**src/rtl/step_sequencer_pkg.sv**
```systemverilog
// Shared types and constants for the 4-track x 16-step drum pattern sequencer.
package step_sequencer_pkg;

    localparam int unsigned NUM_TRACKS = 4;
    localparam int unsigned NUM_STEPS  = 16;
    localparam int unsigned STEP_W     = $clog2(NUM_STEPS);
    localparam int unsigned TRK_W      = 2;
    localparam int unsigned TEMPO_W    = 8;

    typedef enum logic [TRK_W-1:0] {
        TRK_KICK  = 2'd0,
        TRK_SNARE = 2'd1,
        TRK_HAT   = 2'd2,
        TRK_CLAP  = 2'd3
    } track_e;

    typedef enum logic {
        ST_STOP = 1'b0,
        ST_RUN  = 1'b1
    } state_e;

    typedef logic [NUM_TRACKS-1:0] trk_mask_t;

    // Step-major storage so one step's column is a single slice.
    typedef logic [NUM_STEPS-1:0][NUM_TRACKS-1:0] pattern_t;

    // Lowest active track index wins (kick > snare > hat > clap).
    function automatic logic [TRK_W-1:0] prio_sel(input trk_mask_t m);
        prio_sel = TRK_W'(TRK_KICK);
        for (int i = int'(NUM_TRACKS) - 1; i >= 0; i--) begin
            if (m[i[TRK_W-1:0]]) prio_sel = i[TRK_W-1:0];
        end
    endfunction

endpackage

```
**src/rtl/step_sequencer_if.sv**
```systemverilog
// Control, pattern-write and trigger signals between the UI/host and the sequencer.
interface step_sequencer_if;
    import step_sequencer_pkg::*;

    logic               start;
    logic               stop;
    logic [TEMPO_W-1:0] tempo;
    logic               wr_en;
    logic [TRK_W-1:0]   wr_track;
    logic [STEP_W-1:0]  wr_step;
    logic               wr_val;
    logic               clr;
    logic               go;
    logic [TRK_W-1:0]   sel;
    trk_mask_t          hits;
    logic [STEP_W-1:0]  step;
    logic               running;

    modport master (
        output start, stop, tempo, wr_en, wr_track, wr_step, wr_val, clr,
        input  go, sel, hits, step, running
    );

    modport slave (
        input  start, stop, tempo, wr_en, wr_track, wr_step, wr_val, clr,
        output go, sel, hits, step, running
    );

endinterface

```
**src/rtl/step_sequencer_tempo_timer.sv**
```systemverilog
// Tempo prescaler plus period counter; step_tick pulses once every (tempo+1) ticks.
module step_sequencer_tempo_timer
    import step_sequencer_pkg::*;
#(
    parameter int unsigned TICK_CYCLES = 50000
) (
    input  logic               clk,
    input  logic               resetn,
    input  logic               clear,
    input  logic [TEMPO_W-1:0] tempo,
    output logic               step_tick
);

    localparam int unsigned PRE_W = (TICK_CYCLES > 1) ? $clog2(TICK_CYCLES) : 1;

    logic [PRE_W-1:0]   pre_q;
    logic [TEMPO_W-1:0] per_q;
    logic               tick;

    assign tick = (pre_q == PRE_W'(TICK_CYCLES - 1));
    // >= so that lowering tempo below the current count fires at once rather than skipping.
    assign step_tick = tick && (per_q >= tempo);

    always_ff @(posedge clk or negedge resetn) begin
        if (!resetn) begin
            pre_q <= '0;
            per_q <= '0;
        end else if (clear) begin
            pre_q <= '0;
            per_q <= '0;
        end else if (tick) begin
            pre_q <= '0;
            per_q <= step_tick ? '0 : per_q + TEMPO_W'(1);
        end else begin
            pre_q <= pre_q + PRE_W'(1);
        end
    end

endmodule

```
**src/rtl/step_sequencer.sv**
```systemverilog
// Pattern sequencer top: run/stop FSM, pattern store, step counter and trigger outputs.
module step_sequencer
    import step_sequencer_pkg::*;
#(
    parameter int unsigned TICK_CYCLES = 50000
) (
    input  logic            clk,
    input  logic            resetn,
    step_sequencer_if.slave bus
);

    state_e            state_q, state_d;
    pattern_t          pattern_q;
    logic [STEP_W-1:0] step_q, step_d;
    trk_mask_t         hits_q, hits_d, col;
    logic [TRK_W-1:0]  sel_q, sel_d;
    logic              go_q, go_d;
    logic              running_q, running_d;
    logic              fire, clear, step_tick;

    step_sequencer_tempo_timer #(.TICK_CYCLES(TICK_CYCLES)) u_tempo_timer (
        .clk       (clk),
        .resetn    (resetn),
        .clear     (clear),
        .tempo     (bus.tempo),
        .step_tick (step_tick)
    );

    // Next state, next step and the column fired on this edge.
    always_comb begin
        state_d = state_q;
        step_d  = step_q;
        go_d    = 1'b0;
        hits_d  = '0;
        sel_d   = sel_q;
        fire    = 1'b0;
        clear   = 1'b0;
        col     = '0;
        unique case (state_q)
            ST_STOP: begin
                clear  = 1'b1;
                step_d = '0;
                if (bus.start && !bus.stop) begin
                    state_d = ST_RUN;
                    fire    = 1'b1;
                end
            end
            ST_RUN: begin
                if (bus.stop) begin
                    state_d = ST_STOP;
                    step_d  = '0;
                    clear   = 1'b1;
                end else if (bus.start) begin
                    step_d = '0;
                    fire   = 1'b1;
                    clear  = 1'b1;
                end else if (step_tick) begin
                    step_d = (step_q == STEP_W'(NUM_STEPS - 1)) ? '0 : step_q + STEP_W'(1);
                    fire   = 1'b1;
                end
            end
            default: begin
                state_d = ST_STOP;
                step_d  = '0;
                clear   = 1'b1;
            end
        endcase
        // pattern_q is the pre-write value, so a same-edge write only affects later visits.
        if (fire) begin
            col    = pattern_q[step_d];
            hits_d = col;
            go_d   = |col;
            if (|col) sel_d = prio_sel(col);
        end
        running_d = (state_d == ST_RUN);
    end

    always_ff @(posedge clk or negedge resetn) begin
        if (!resetn) begin
            state_q   <= ST_STOP;
            step_q    <= '0;
            go_q      <= 1'b0;
            hits_q    <= '0;
            sel_q     <= '0;
            running_q <= 1'b0;
        end else begin
            state_q   <= state_d;
            step_q    <= step_d;
            go_q      <= go_d;
            hits_q    <= hits_d;
            sel_q     <= sel_d;
            running_q <= running_d;
        end
    end

    // Pattern store; clear beats a write in the same cycle.
    always_ff @(posedge clk or negedge resetn) begin
        if (!resetn) begin
            pattern_q <= '0;
        end else if (bus.clr) begin
            pattern_q <= '0;
        end else if (bus.wr_en) begin
            pattern_q[bus.wr_step][bus.wr_track] <= bus.wr_val;
        end
    end

    assign bus.go      = go_q;
    assign bus.sel     = sel_q;
    assign bus.hits    = hits_q;
    assign bus.step    = step_q;
    assign bus.running = running_q;

endmodule

```
**src/flat_wrapper.sv**
```systemverilog
// flat-port wrapper written by rule: the top's interface ports become plain ports
module step_sequencer_flat import step_sequencer_pkg::*;
#(
    parameter int unsigned TICK_CYCLES = 50000
)
  (clk, resetn, bus_start, bus_stop, bus_tempo, bus_wr_en, bus_wr_track, bus_wr_step, bus_wr_val, bus_clr, bus_go, bus_sel, bus_hits, bus_step, bus_running);
  step_sequencer_if bus_i ();
  input  logic clk;
  input  logic resetn;
  input wire logic [$bits(bus_i.start)-1:0] bus_start;
  input wire logic [$bits(bus_i.stop)-1:0] bus_stop;
  input wire logic [$bits(bus_i.tempo)-1:0] bus_tempo;
  input wire logic [$bits(bus_i.wr_en)-1:0] bus_wr_en;
  input wire logic [$bits(bus_i.wr_track)-1:0] bus_wr_track;
  input wire logic [$bits(bus_i.wr_step)-1:0] bus_wr_step;
  input wire logic [$bits(bus_i.wr_val)-1:0] bus_wr_val;
  input wire logic [$bits(bus_i.clr)-1:0] bus_clr;
  output wire logic [$bits(bus_i.go)-1:0] bus_go;
  output wire logic [$bits(bus_i.sel)-1:0] bus_sel;
  output wire logic [$bits(bus_i.hits)-1:0] bus_hits;
  output wire logic [$bits(bus_i.step)-1:0] bus_step;
  output wire logic [$bits(bus_i.running)-1:0] bus_running;
  assign bus_i.start = bus_start;
  assign bus_i.stop = bus_stop;
  assign bus_i.tempo = bus_tempo;
  assign bus_i.wr_en = bus_wr_en;
  assign bus_i.wr_track = bus_wr_track;
  assign bus_i.wr_step = bus_wr_step;
  assign bus_i.wr_val = bus_wr_val;
  assign bus_i.clr = bus_clr;
  assign bus_go = bus_i.go;
  assign bus_sel = bus_i.sel;
  assign bus_hits = bus_i.hits;
  assign bus_step = bus_i.step;
  assign bus_running = bus_i.running;
  step_sequencer #(.TICK_CYCLES(TICK_CYCLES)) u_core (.clk(clk), .resetn(resetn), .bus(bus_i));
endmodule
```
**config.mk**
```make
export PLATFORM = sky130hd
export DESIGN_NAME = step_sequencer_flat
export DESIGN_NICKNAME = d
export VERILOG_FILES = /design/src/rtl/step_sequencer_pkg.sv /design/src/rtl/step_sequencer_if.sv /design/src/rtl/step_sequencer_tempo_timer.sv /design/src/rtl/step_sequencer.sv /design/src/flat_wrapper.sv
export SDC_FILE = /design/constraint.sdc
export NUM_CORES = 1
export LEC_CHECK = 0
export BUFFER_PORTS_ARGS = -buffer_cell sky130_fd_sc_hd__buf_2
export CAP_MARGIN = 5
export CORE_MARGIN = 8
export CORE_UTILIZATION = 30
export DETAILED_ROUTE_END_ITERATION = 10
export PLACE_DENSITY = 0.47
export RECOVER_POWER = 25
export SYNTH_ARGS = -nofsm -noshare
export SYNTH_HDL_FRONTEND = slang
export SYNTH_SLANG_ARGS = --single-unit
export TNS_END_PERCENT = 10
```
**constraint.sdc**
```tcl
create_clock -name clk -period 7.1 [get_ports clk]
set_input_delay 0.355 -clock clk [delete_from_list [all_inputs] [get_ports clk]]
set_output_delay 0.355 -clock clk [all_outputs]
set_load 0.1 [all_outputs]
```
==> key figures <==
Outcome
  • Status: finished, violations left
  • Failing checks: capacitance limit, slew limit

STA
  • Max Fclk: 0.219 GHz
  • Tcrit/Tclk final: 0.642
  • Setup tns final: 0 ns
  • Slew margin rel.: -0.703
  • Worst slew pin tran: 2.55 ns
  • Final hold viol count: 0
  • Clk_skew: 0.0173 ns
  • Fin Hold WS: 0.222 ns
  • RSZ-0062 raised after global routing: no
  • Final Setup Violations: 0
  • Fin. max-slew vios: 43
  • Post-route minimum period: 4.56 ns
  • Final worst-path setup slack: 2.54 ns

Synthesis
  • Post-synth EDFFs: 0
  • Yosys Warn Count: 0
  • Async set-reset flop share out of synthesis: 1.00
  • Seq/Total Area, Yosys: 0.432
  • Ys flop type: dfrtp_1
  • Largest cells by area after synthesis: dfrtp_1 (43%), nand2_1 (9.1%), a21oi_1 (7.2%), nand3_1 (5.5%), nor2_1 (3.9%)
  • Syn_nets: 745
  • Synth area leader: dfrtp_1
  • Gate Count Post-Synth: 713
  • Synth Cell Area: 5800 um^2
  • Share of the synthesized area in the top cell type: 0.432
  • Synth unique cells: 59
  • Synthesis-stage register bit count: 100
  • Syn Area/Cell: 8.13 um^2

Worst setup path
  • CP Capture Point: u_core.bus.sel[0]$_DFFE_PN0P_
  • Critical Path AT: 4.79 ns
  • Reg2reg setup slack: 2.54 ns
  • CP startpoint kind: flop
  • Slowest cell on crit path: and2_1
  • Stages on worst setup path: 11
  • CP Buf/Inv Count: 1
  • Worst Setup SP: u_core.u_tempo_timer.pre_q[0]$_DFF_PN0_
  • Worst-path cell chain: ha_1, and3_1, nand4_1, o211ai_1, and2_1, clkinv_2, mux2_2, o211ai_1, nand4_1, o21a_1, o22a_1
  • CP Max Fanout: 22
  • Setup Crit Path Kind: flop to flop
  • Critical Path RT: 7.34 ns
  • Crit-path max cell delay: 0.85 ns
  • Top cell family by delay on the critical path: simple AND/OR/NAND/NOR gates
  • Reg2Reg Depth: 11
  • Worst r2r src: u_core.u_tempo_timer.pre_q[0]$_DFF_PN0_
  • Worst r2r dst: u_core.bus.sel[0]$_DFFE_PN0P_
  • Endpoint type of the worst setup path: flop

Cells and area
  • Fin util: 0.334
  • Share of layout cells above drive strength 1: 0.0893
  • Post-Layout Cell Count: 982
  • FILL cells: 2027
  • Ant diodes: 0
  • Most frequent cells in the layout: nand2_1 (141), dfrtp_1 (100), a21oi_1 (83)
  • Commonest non-fill, non-tap cell in the layout: nand2_1
  • Final nets: 745
  • Area Overhead vs Synth: 10.5%
  • Design Area, Final: 6410 um^2

Hold path
  • Hold Path Class: primary input to flop

Placed design
  • Placed Cells: 967
  • Area after DPL: 6140 um^2
  • DP Worst Slack: 2.65 ns
  • PortBufs: 32
  • Dpl hpwl: 11.8 mm
  • Final RePlAce weighted congestion: 0.822

Pwr
  • Final Power: 1.13 mW
  • PD cells: 176 nW/um^2
  • VDD IR-drop max: 0.113 mV
  • Leakage Power: 2.55 nW

Route
  • Initial DRT Pass Iterations: 5
  • DRT iter0 DRCs: 426
  • Drt via density: 5.28
  • Total wire length: 16.9 mm
  • Drc violations: 0
  • Routed vias: 5184
  • DR WL/cell: 17.3 um
  • Antenna-violating nets left: 0

Global route
  • Vias in the first global route: 5064
  • Total grt overflow: 0
  • First-pass GRT wire length: 28.0 mm
  • Largest net degree at the start of global routing: 65
  • Tot GR Track Use: 0.147
  • Initial antenna violation count: 0

Die
  • Die height: 155 um
  • Io pins: 33
  • # rows: 51
  • Starting density of the core: 0.302
  • Die area: 24000 um^2
  • Core footprint: 19200 um^2
  • Die W: 155 um

CTS
  • Clock root buffer: clkbuf_16
  • CTS resizes: 0
  • Maximum clock path buffer count: 2
  • Inserted Clock Buffers: 9
  • Hold_buf cts: 0
  • Setup Buffers After CTS: 0
  • H-tree depth: 3
  • Clock-pin slew on the worst setup and hold paths: 0.07 ns
  • CTS sink cnt: 100
  • TritonCTS clock tree: yes
  • Worst skew pair latency: 0.35 ns

Flow run
  • MaxCap Viol Count: 1
-- metal layers --
layer | GRT usage | vias to the layer above | routed length, um
met3 | 0.0269 | 20 | 788
li1 | - | 2490 | -
met2 | 0.230 | 122 | 7780
met5 | 0 | - | 0
met1 | 0.202 | 2552 | 8130
met4 | 0.0443 | 0 | 248
-- synth_stat cells, drive strengths merged (3+ instances only) --
| library cell | count |
|---|---|
| o211ai | 4 |
| a311oi | 3 |
| nand3 | 64 |
| nand2 | 141 |
| a31oi | 4 |
| a211o | 7 |
| inv | 17 |
| buf | 8 |
| a21oi | 83 |
| xnor2 | 7 |
| mux2i | 12 |
| nor3b | 3 |
| or3 | 5 |
| a211oi | 5 |
| nand4 | 9 |
| nor3 | 13 |
| and2 | 6 |
| or2 | 6 |
| ha | 11 |
| o21ai | 21 |
| and3 | 16 |
| a21o | 3 |
| mux2 | 3 |
| nor2 | 61 |
| a221o | 7 |
| xor2 | 9 |
| dfrtp | 100 |
| a21boi | 6 |
| nand2b | 6 |
| clkbuf | 41 |
-- sequential cells by signal, summed over array words and instances (netlist names) --
name                        count
u_core.bus.sel                  2
u_core.u_tempo_timer.pre_q     16
u_core.bus.hits                 4
u_core.bus.step                 4
u_core.state_q                  1
u_core.u_tempo_timer.per_q      8
u_core.pattern_q               64
u_core.bus.go                   1
-- report_power, final --
group	internal (mW)	switching [mW]
clock network	0.245	0.221
logic	0.0159	0.0695
registers	0.573	0.00295
total	0.834	0.294
-- layout make-up --
cell class                      count  area [um^2]  share of cell area
Multi-Input combinational cell    546         3030               0.473
Sequential cell                   100         2500               0.391
Tap cell                          265          332              0.0518
Clock buffer                       11          243              0.0379
Timing Repair Buffer               38          203              0.0316
Inverter                           18         68.8              0.0107
Clock inverter                      4         26.3             0.00410
-- kinds of logic (layout without fill, tap and decap cells) --
kind of cell / count (synthesis) / in the layout / synth area share
and+or+nand+nor: 342 / 342 / 0.273
AOI/OAI and AO/OA: 162 / 162 / 0.173
DFF: 100 / 100 / 0.432
buffers and inverters: 67 / 71 / 0.0475
xor gates and xnor gates: 16 / 16 / 0.0242
muxes: 15 / 15 / 0.0272
adders and majority gates: 11 / 11 / 0.0237
-- worst min-delay path by stage --
stage | from | to | slack [ns] | cells after the start
global placement | resetn | u_core.u_tempo_timer.per_q[7]$_DFFE_PN0P_ | 0.40 | 1
detailed placement | resetn | u_core.u_tempo_timer.per_q[7]$_DFFE_PN0P_ | 0.42 | 1
finish | bus_stop | u_core.state_q$_DFF_PN0_ | 0.22 | 2
floorplan | resetn | u_core.bus.go$_DFF_PN0_ | 0.06 | 0
global route | bus_stop | u_core.state_q$_DFF_PN0_ | 0.22 | 2
CTS | resetn | u_core.u_tempo_timer.per_q[7]$_DFFE_PN0P_ | 0.02 | 1
(Power assumes the default switching activity.)
